## src/rtl/digiota_stim_meter.sv

```systemverilog
// digiota_stim_meter
//   Stimulus and measurement stage around the analog OTA macro.
//   - A first-order sigma-delta modulator turns i_code into a bitstream on o_sd_out.
//     The bitstream is RC-filtered off-chip into the OTA input.
//   - A 2-flop synchronizer brings the comparator output i_cmp_in into the clock domain.
//   - On i_start the block settles for SETTLE_CYC cycles, then counts comparator-high
//     cycles over a window of i_win_len+1 cycles. The count is reported on o_result
//     together with a one-cycle o_done pulse.
//
// Build option: define DIGIOTA_STIM_DITHER_EN to add a 16-bit LFSR dither bit to the
//   modulator sum. This breaks idle tones and adds a mean +0.5 LSB bias.
//
// Ports
//   i_clk      single clock
//   i_rst      synchronous active-high reset
//   i_ena      global enable; low freezes every register
//   i_code     modulator input; duty = code / 2^ACC_W
//   o_sd_out   registered bitstream
//   i_cmp_in   asynchronous comparator output
//   i_start    measurement request, level-sampled in idle
//   i_win_len  window length minus one, captured at start
//   o_busy     high while settling or measuring
//   o_done     one-cycle pulse when o_result is updated
//   o_result   comparator-high count, held until the next done
module digiota_stim_meter #(
  parameter int unsigned ACC_W      = 8,
  parameter int unsigned WIN_W      = 12,
  parameter int unsigned SETTLE_CYC = 16
) (
  input  logic             i_clk,
  input  logic             i_rst,
  input  logic             i_ena,
  input  logic [ACC_W-1:0] i_code,
  output logic             o_sd_out,
  input  logic             i_cmp_in,
  input  logic             i_start,
  input  logic [WIN_W-1:0] i_win_len,
  output logic             o_busy,
  output logic             o_done,
  output logic [WIN_W:0]   o_result
);

  localparam int unsigned SUM_W = ACC_W + 1;
  localparam int unsigned CNT_W = WIN_W + 1;
  localparam int unsigned SET_W = (SETTLE_CYC > 1) ? $clog2(SETTLE_CYC) : 1;
  localparam logic [SET_W-1:0] SetLast = SET_W'(SETTLE_CYC - 1);

  typedef enum logic [1:0] {StIdle, StSettle, StMeasure, StDone} state_e;

  state_e             r_state;
  logic [ACC_W-1:0]   r_acc;
  logic               r_sd;
  logic               r_cmp_meta;
  logic               r_cmp_s;
  logic [WIN_W-1:0]   r_win;
  logic [WIN_W-1:0]   r_win_cnt;
  logic [SET_W-1:0]   r_set_cnt;
  logic [CNT_W-1:0]   r_hits;
  logic [CNT_W-1:0]   r_result;
  logic               r_busy;
  logic               r_done;
  logic [SUM_W-1:0]   w_sum;

`ifdef DIGIOTA_STIM_DITHER_EN
  logic [15:0] r_lfsr;
  logic        w_lfsr_fb;

  // Fibonacci taps for x^16 + x^14 + x^13 + x^11 + 1
  assign w_lfsr_fb = r_lfsr[15] ^ r_lfsr[13] ^ r_lfsr[12] ^ r_lfsr[10];
  assign w_sum = {1'b0, r_acc} + {1'b0, i_code} + SUM_W'(r_lfsr[0]);

  always_ff @(posedge i_clk) begin
    if (i_rst) begin
      r_lfsr <= 16'hACE1;
    end else if (i_ena) begin
      r_lfsr <= {r_lfsr[14:0], w_lfsr_fb};
    end
  end
`else
  assign w_sum = {1'b0, r_acc} + {1'b0, i_code};
`endif

  always_ff @(posedge i_clk) begin
    if (i_rst) begin
      r_state    <= StIdle;
      r_acc      <= '0;
      r_sd       <= 1'b0;
      r_cmp_meta <= 1'b0;
      r_cmp_s    <= 1'b0;
      r_win      <= '0;
      r_win_cnt  <= '0;
      r_set_cnt  <= '0;
      r_hits     <= '0;
      r_result   <= '0;
      r_busy     <= 1'b0;
      r_done     <= 1'b0;
    end else if (i_ena) begin
      // Modulator runs continuously; the carry out is the bitstream.
      r_acc      <= w_sum[ACC_W-1:0];
      r_sd       <= w_sum[ACC_W];
      r_cmp_meta <= i_cmp_in;
      r_cmp_s    <= r_cmp_meta;
      r_done     <= 1'b0;
      unique case (r_state)
        StIdle: begin
          if (i_start) begin
            r_win     <= i_win_len;
            r_win_cnt <= '0;
            r_set_cnt <= '0;
            r_hits    <= '0;
            r_busy    <= 1'b1;
            r_state   <= StSettle;
          end
        end
        StSettle: begin
          if (r_set_cnt == SetLast) begin
            r_set_cnt <= '0;
            r_state   <= StMeasure;
          end else begin
            r_set_cnt <= r_set_cnt + SET_W'(1);
          end
        end
        StMeasure: begin
          // Window of r_win+1 cycles; the hit counter is one bit wider so it cannot wrap.
          if (r_cmp_s) begin
            r_hits <= r_hits + CNT_W'(1);
          end
          if (r_win_cnt == r_win) begin
            r_busy  <= 1'b0;
            r_state <= StDone;
          end else begin
            r_win_cnt <= r_win_cnt + WIN_W'(1);
          end
        end
        StDone: begin
          r_result <= r_hits;
          r_done   <= 1'b1;
          r_state  <= StIdle;
        end
        default: r_state <= StIdle;
      endcase
    end
  end

  assign o_sd_out = r_sd;
  assign o_busy   = r_busy;
  assign o_done   = r_done;
  assign o_result = r_result;

endmodule

```

## config.mk

```make
export PLATFORM = sky130hd
export DESIGN_NAME = digiota_stim_meter
export DESIGN_NICKNAME = d
export VERILOG_FILES = /design/src/rtl/digiota_stim_meter.sv
export SDC_FILE = /design/constraint.sdc
export NUM_CORES = 1
export LEC_CHECK = 0
export ABC_CLOCK_PERIOD_IN_PS = 5800
export CORE_UTILIZATION = 50
export CTS_CLUSTER_SIZE = 14
export DETAILED_ROUTE_END_ITERATION = 8
export MAX_ROUTING_LAYER = met4
export PLACE_DENSITY = 0.73
export SLEW_MARGIN = 20
export SYNTH_ARGS = -nofsm -noshare
export SYNTH_HDL_FRONTEND = slang
export SYNTH_SLANG_ARGS = --single-unit
```

## constraint.sdc

```tcl
create_clock -name i_clk -period 5.8 [get_ports i_clk]
set_clock_uncertainty 0.1 [all_clocks]
set_input_delay 1.16 -clock i_clk [delete_from_list [all_inputs] [get_ports i_clk]]
set_output_delay 1.16 -clock i_clk [all_outputs]
set_load 0.005 [all_outputs]
```

==> impl_table.tex <==
\begin{tabular}{lr}
\hline
Metric & Value \\
\hline
\multicolumn{2}{l}{\textbf{Timing}} \\
Slew of the pin with the lowest slew margin & 0.991 ns \\
Tcrit/Tclk final & 55.7\% \\
Final Max Slew Viols & 0 \\
Finish-stage setup viols & 0 \\
TNS Setup & 0 ns \\
Unrepaired setup endpoints after global routing & false \\
Relative slew slack & roughly a third \\
Highest Clock Rate & roughly 310 MHz \\
Tightest hold margin & 0.355 ns \\
Hold Violations, Final & 0 \\
Final min period & 3.23 ns \\
\multicolumn{2}{l}{\textbf{Worst setup path}} \\
Worst setup path start & i\_ena \\
Required time of the critical path & 5.90 ns \\
Worst path cell trace & clkdlybuf4s50\_1 -> buf\_4 -> o21ai\_2 -> a21oi\_1 -> nor2\_1 -> nor2\_1 -> nor2\_1 \\
Logic depth of the worst setup path including buffers & 7 \\
Largest delay contributor family on the critical path & simple AND/OR/NAND/NOR gates \\
Worst Reg-to-Reg Cells & 8 \\
Critical path fanouts, max & 22 \\
Arr. time, crit path & 3.33 ns \\
Cell seen most often among critical-path stages & sky130\_fd\_sc\_hd\_\_nor2\_1 \\
Largest stage delay, worst path & 0.60 ns \\
Slowest library cell on the worst path & sky130\_fd\_sc\_hd\_\_nor2\_1 \\
Worst Setup Path Type & primary input to register \\
End of the worst register-to-register path & r\_hits[4]\$\_SDFFE\_PP0P\_ \\
Startpoint Class & primary input \\
Startpoint of the worst-slack reg-to-reg timing path & r\_state[0]\$\_SDFFE\_PP0P\_ \\
Buffer and inverter count on the worst path & 2 \\
Worst setup path endpoint & r\_hits[4]\$\_SDFFE\_PP0P\_ \\
Worst setup EP type & register \\
R2R Setup Slk & 3.32 ns \\
\multicolumn{2}{l}{\textbf{Logic synthesis}} \\
Async set-or-reset flop fraction in the synthesized netlist & 0\% \\
Top cell type's share of synthesized area & slightly above 40\% \\
Post-Synthesis Net Count & 442 \\
Commonest register cell after synthesis & sky130\_fd\_sc\_hd\_\_dfxtp\_1 \\
Cell Area, Synth & 3330 um\^{}2 \\
Yosys warning total & 0 \\
Synthesized area per cell & 8.32 um\^{}2 \\
Count of unique library cells instantiated by Yosys & 50 \\
EDFF count, synth & 0 \\
Sequential element share of the synthesized area & 41.4\% \\
Leading area contributor after synthesis & sky130\_fd\_sc\_hd\_\_dfxtp\_1 \\
Top area cells in the synthesized netlist & sky130\_fd\_sc\_hd\_\_dfxtp\_1, sky130\_fd\_sc\_hd\_\_nand2\_1, sky130\_fd\_sc\_hd\_\_xor2\_1 \\
Syn Inst Count & 401 \\
Register bit count reported by yosys & 69 \\
\multicolumn{2}{l}{\textbf{GRT}} \\
First-pass GRT wire length & 11,300 um \\
Total gr overflow & 0 \\
Gr usage total & $\sim$20\% \\
Largest net degree at the start of global routing & 56 \\
Antenna violations before repair & 0 \\
Number of global-route vias before repair & around 2,600 \\
\multicolumn{2}{l}{\textbf{Final layout}} \\
Antenna cells & 0 \\
Syn-to-layout area delta & 18.0\% \\
Leading cell types in the layout, fill and taps excluded & sky130\_fd\_sc\_hd\_\_nand2\_1, sky130\_fd\_sc\_hd\_\_dfxtp\_1, sky130\_fd\_sc\_hd\_\_nor2\_1 \\
Final design utilization & 61.6\% \\
Fill cells & 600 \\
Multi-input gate area & 1850 um\^{}2 \\
Nets & 480 \\
Most common library cell in the layout ignoring fill and taps & sky130\_fd\_sc\_hd\_\_nand2\_1 \\
Sequential cell area in the final layout & 1380 um\^{}2 \\
Layout cell share with drive strength beyond 1 & 6.09\% \\
\multicolumn{2}{l}{\textbf{Clock tree}} \\
Clock root buffer master & sky130\_fd\_sc\_hd\_\_clkbuf\_8 \\
Clock latency at the later pin of the worst-skew pair & $\sim$0.35 ns \\
Clock sink total & 69 \\
Hold\_buf cts & 0 \\
Clock tree from TritonCTS & built \\
Longest Clk Path Bufs & 2 \\
H-Tree Depth & 3 \\
PostCTS Resize Cnt & 0 \\
Post-CTS setup-driven buffer insertion count & 0 \\
Number of clock buffers inserted by TritonCTS & 9 \\
Reg clk slew, reported paths & 0.07 ns \\
\multicolumn{2}{l}{\textbf{Floorplan}} \\
I/O pins & 41 \\
Die boundary height & 83.7 um \\
Starting utilization of the core area & 52.2\% \\
Row count & 29 \\
Die ar. & 7000 um\^{}2 \\
Horizontal extent of the die & 83.7 um \\
Core region area & 6390 um\^{}2 \\
\multicolumn{2}{l}{\textbf{Pwr}} \\
Maximum resistive drop on vdd & 0.000172 V \\
Total power per unit cell area & approximately 250 nW/um\^{}2 \\
Leak & 0.00154 uW \\
\multicolumn{2}{l}{\textbf{Placement}} \\
Dpl hpwl & 4810 um \\
GP Congestion & 0.888 \\
Buffers on Ports & 40 \\
\multicolumn{2}{l}{\textbf{Status}} \\
Status & complete, no violations \\
\multicolumn{2}{l}{\textbf{Route}} \\
Via count & 2,799 \\
Number of routed nets with antenna violations & 0 \\
Total DRC errors in the routed layout & 0 \\
Routed WL per cell & about 13 um \\
DRT Wirelength & 6670 um \\
Via density & 5.38 \\
Number of design-rule violations left by the first detailed-router iteration & between 100 and 150 \\
Drt pass-1 iters & 5 \\
\multicolumn{2}{l}{\textbf{Min path}} \\
Worst hold-check path type & register to register \\
\multicolumn{2}{l}{\textbf{Job}} \\
Max-cap violation count & 0 \\
\hline
\end{tabular}
==> per-layer routing <==
metal,part of all wire (%),up-vias,global-route usage (%),wire length [um]
met5,0,-,-,0
met1,46,1284,24.4,3070
met2,48,53,33.3,3210
met3,4.9,5,6.33,324
li1,-,1457,-,-
met4,0.90,0,6.01,60
==> tightest hold or removal path: stages (launching register included) <==
cell                      delay [ns]
sky130_fd_sc_hd__dfxtp_1        0.31
sky130_fd_sc_hd__nand2_1        0.05
sky130_fd_sc_hd__a21oi_1        0.05
==> final cells by class <==
type / instances / share of cell area [%]
clock buffer: 9 / 3.15
inverter: 10 / 0.954
timing repair buffer: 41 / 10.2
sequential: 69 / 35.1
multi-input combinational: 308 / 47.1
tap: 77 / 2.45
clock inverter: 6 / 1.05
==> power by group <==
part	switching [uW]	internal [uW]
Clock	182	151
Sequential	11.8	490
Combinational	87.1	68.3
Total	280	710
==> through the flow <==
stage,power [uW],cell area [um^2],cells,setup slack [ns]
after CTS,1000,3940,520,2.56
after floorplan,627,3330,401,2.94
final,991,3940,520,2.57
after global placement,664,3770,505,2.29
after global routing,1040,3940,520,2.39
after detailed placement,669,3770,505,2.19
==> synthesized netlist by cell type, types with 2 or more instances <==
cell type	count
sky130_fd_sc_hd__nor3_2	2
sky130_fd_sc_hd__nor2_1	43
sky130_fd_sc_hd__nor3_1	10
sky130_fd_sc_hd__xnor2_1	6
sky130_fd_sc_hd__xor2_1	23
sky130_fd_sc_hd__and3_1	5
sky130_fd_sc_hd__o311ai_0	2
sky130_fd_sc_hd__mux2i_1	9
sky130_fd_sc_hd__nor4_1	2
sky130_fd_sc_hd__nor2b_1	3
sky130_fd_sc_hd__a21oi_1	39
sky130_fd_sc_hd__nand2b_1	3
sky130_fd_sc_hd__clkbuf_1	9
sky130_fd_sc_hd__a21o_1	6
sky130_fd_sc_hd__ha_1	15
sky130_fd_sc_hd__and2_1	2
sky130_fd_sc_hd__a211oi_1	3
sky130_fd_sc_hd__nor3b_1	2
sky130_fd_sc_hd__nand3_1	14
sky130_fd_sc_hd__buf_2	2
sky130_fd_sc_hd__a22oi_1	3
sky130_fd_sc_hd__o21ai_1	2
sky130_fd_sc_hd__or3_1	2
sky130_fd_sc_hd__o21a_1	2
sky130_fd_sc_hd__nand4_1	8
sky130_fd_sc_hd__inv_1	10
sky130_fd_sc_hd__dfxtp_1	69
sky130_fd_sc_hd__o21ai_0	10
sky130_fd_sc_hd__nand2_1	73
sky130_fd_sc_hd__buf_1	2
==> flip-flops by register name (all words and copies together) (netlist names) <==
signal and count:
r_win 12, o_done 1, r_cmp_meta 1, r_set_cnt 4
r_acc 8, r_state 2, o_busy 1, r_cmp_s 1
o_sd_out 1, r_win_cnt 12, r_hits 13, o_result 13
==> how the worst min path moves through the flow <==
stage	to	cells past startpoint	start	slack, ns
6_report	o_result[7]$_SDFFE_PP0P_	2	o_result[7]$_SDFFE_PP0P_	0.35
5_1_grt	o_result[11]$_SDFFE_PP0P_	2	o_result[11]$_SDFFE_PP0P_	0.38
4_1_cts	o_result[7]$_SDFFE_PP0P_	2	o_result[7]$_SDFFE_PP0P_	0.36
3_5_place_dp	o_result[7]$_SDFFE_PP0P_	2	o_result[7]$_SDFFE_PP0P_	0.35
3_3_place_gp	o_result[11]$_SDFFE_PP0P_	2	o_result[11]$_SDFFE_PP0P_	0.34
2_1_floorplan	o_result[12]$_SDFFE_PP0P_	2	r_hits[12]$_SDFFE_PP0P_	0.34
==> kinds of logic (layout without fill, tap and decap cells) <==
logic type	after synthesis	after routing	synth area share, %
mux	10	10	3.04
fa+ha+maj	16	16	6.23
buf+inv	24	66	3.00
xor+xnor	29	29	7.62
compound gates	78	78	14.7
simple gates	175	175	23.9
flops	69	69	41.4
(Power assumes the default switching activity.)
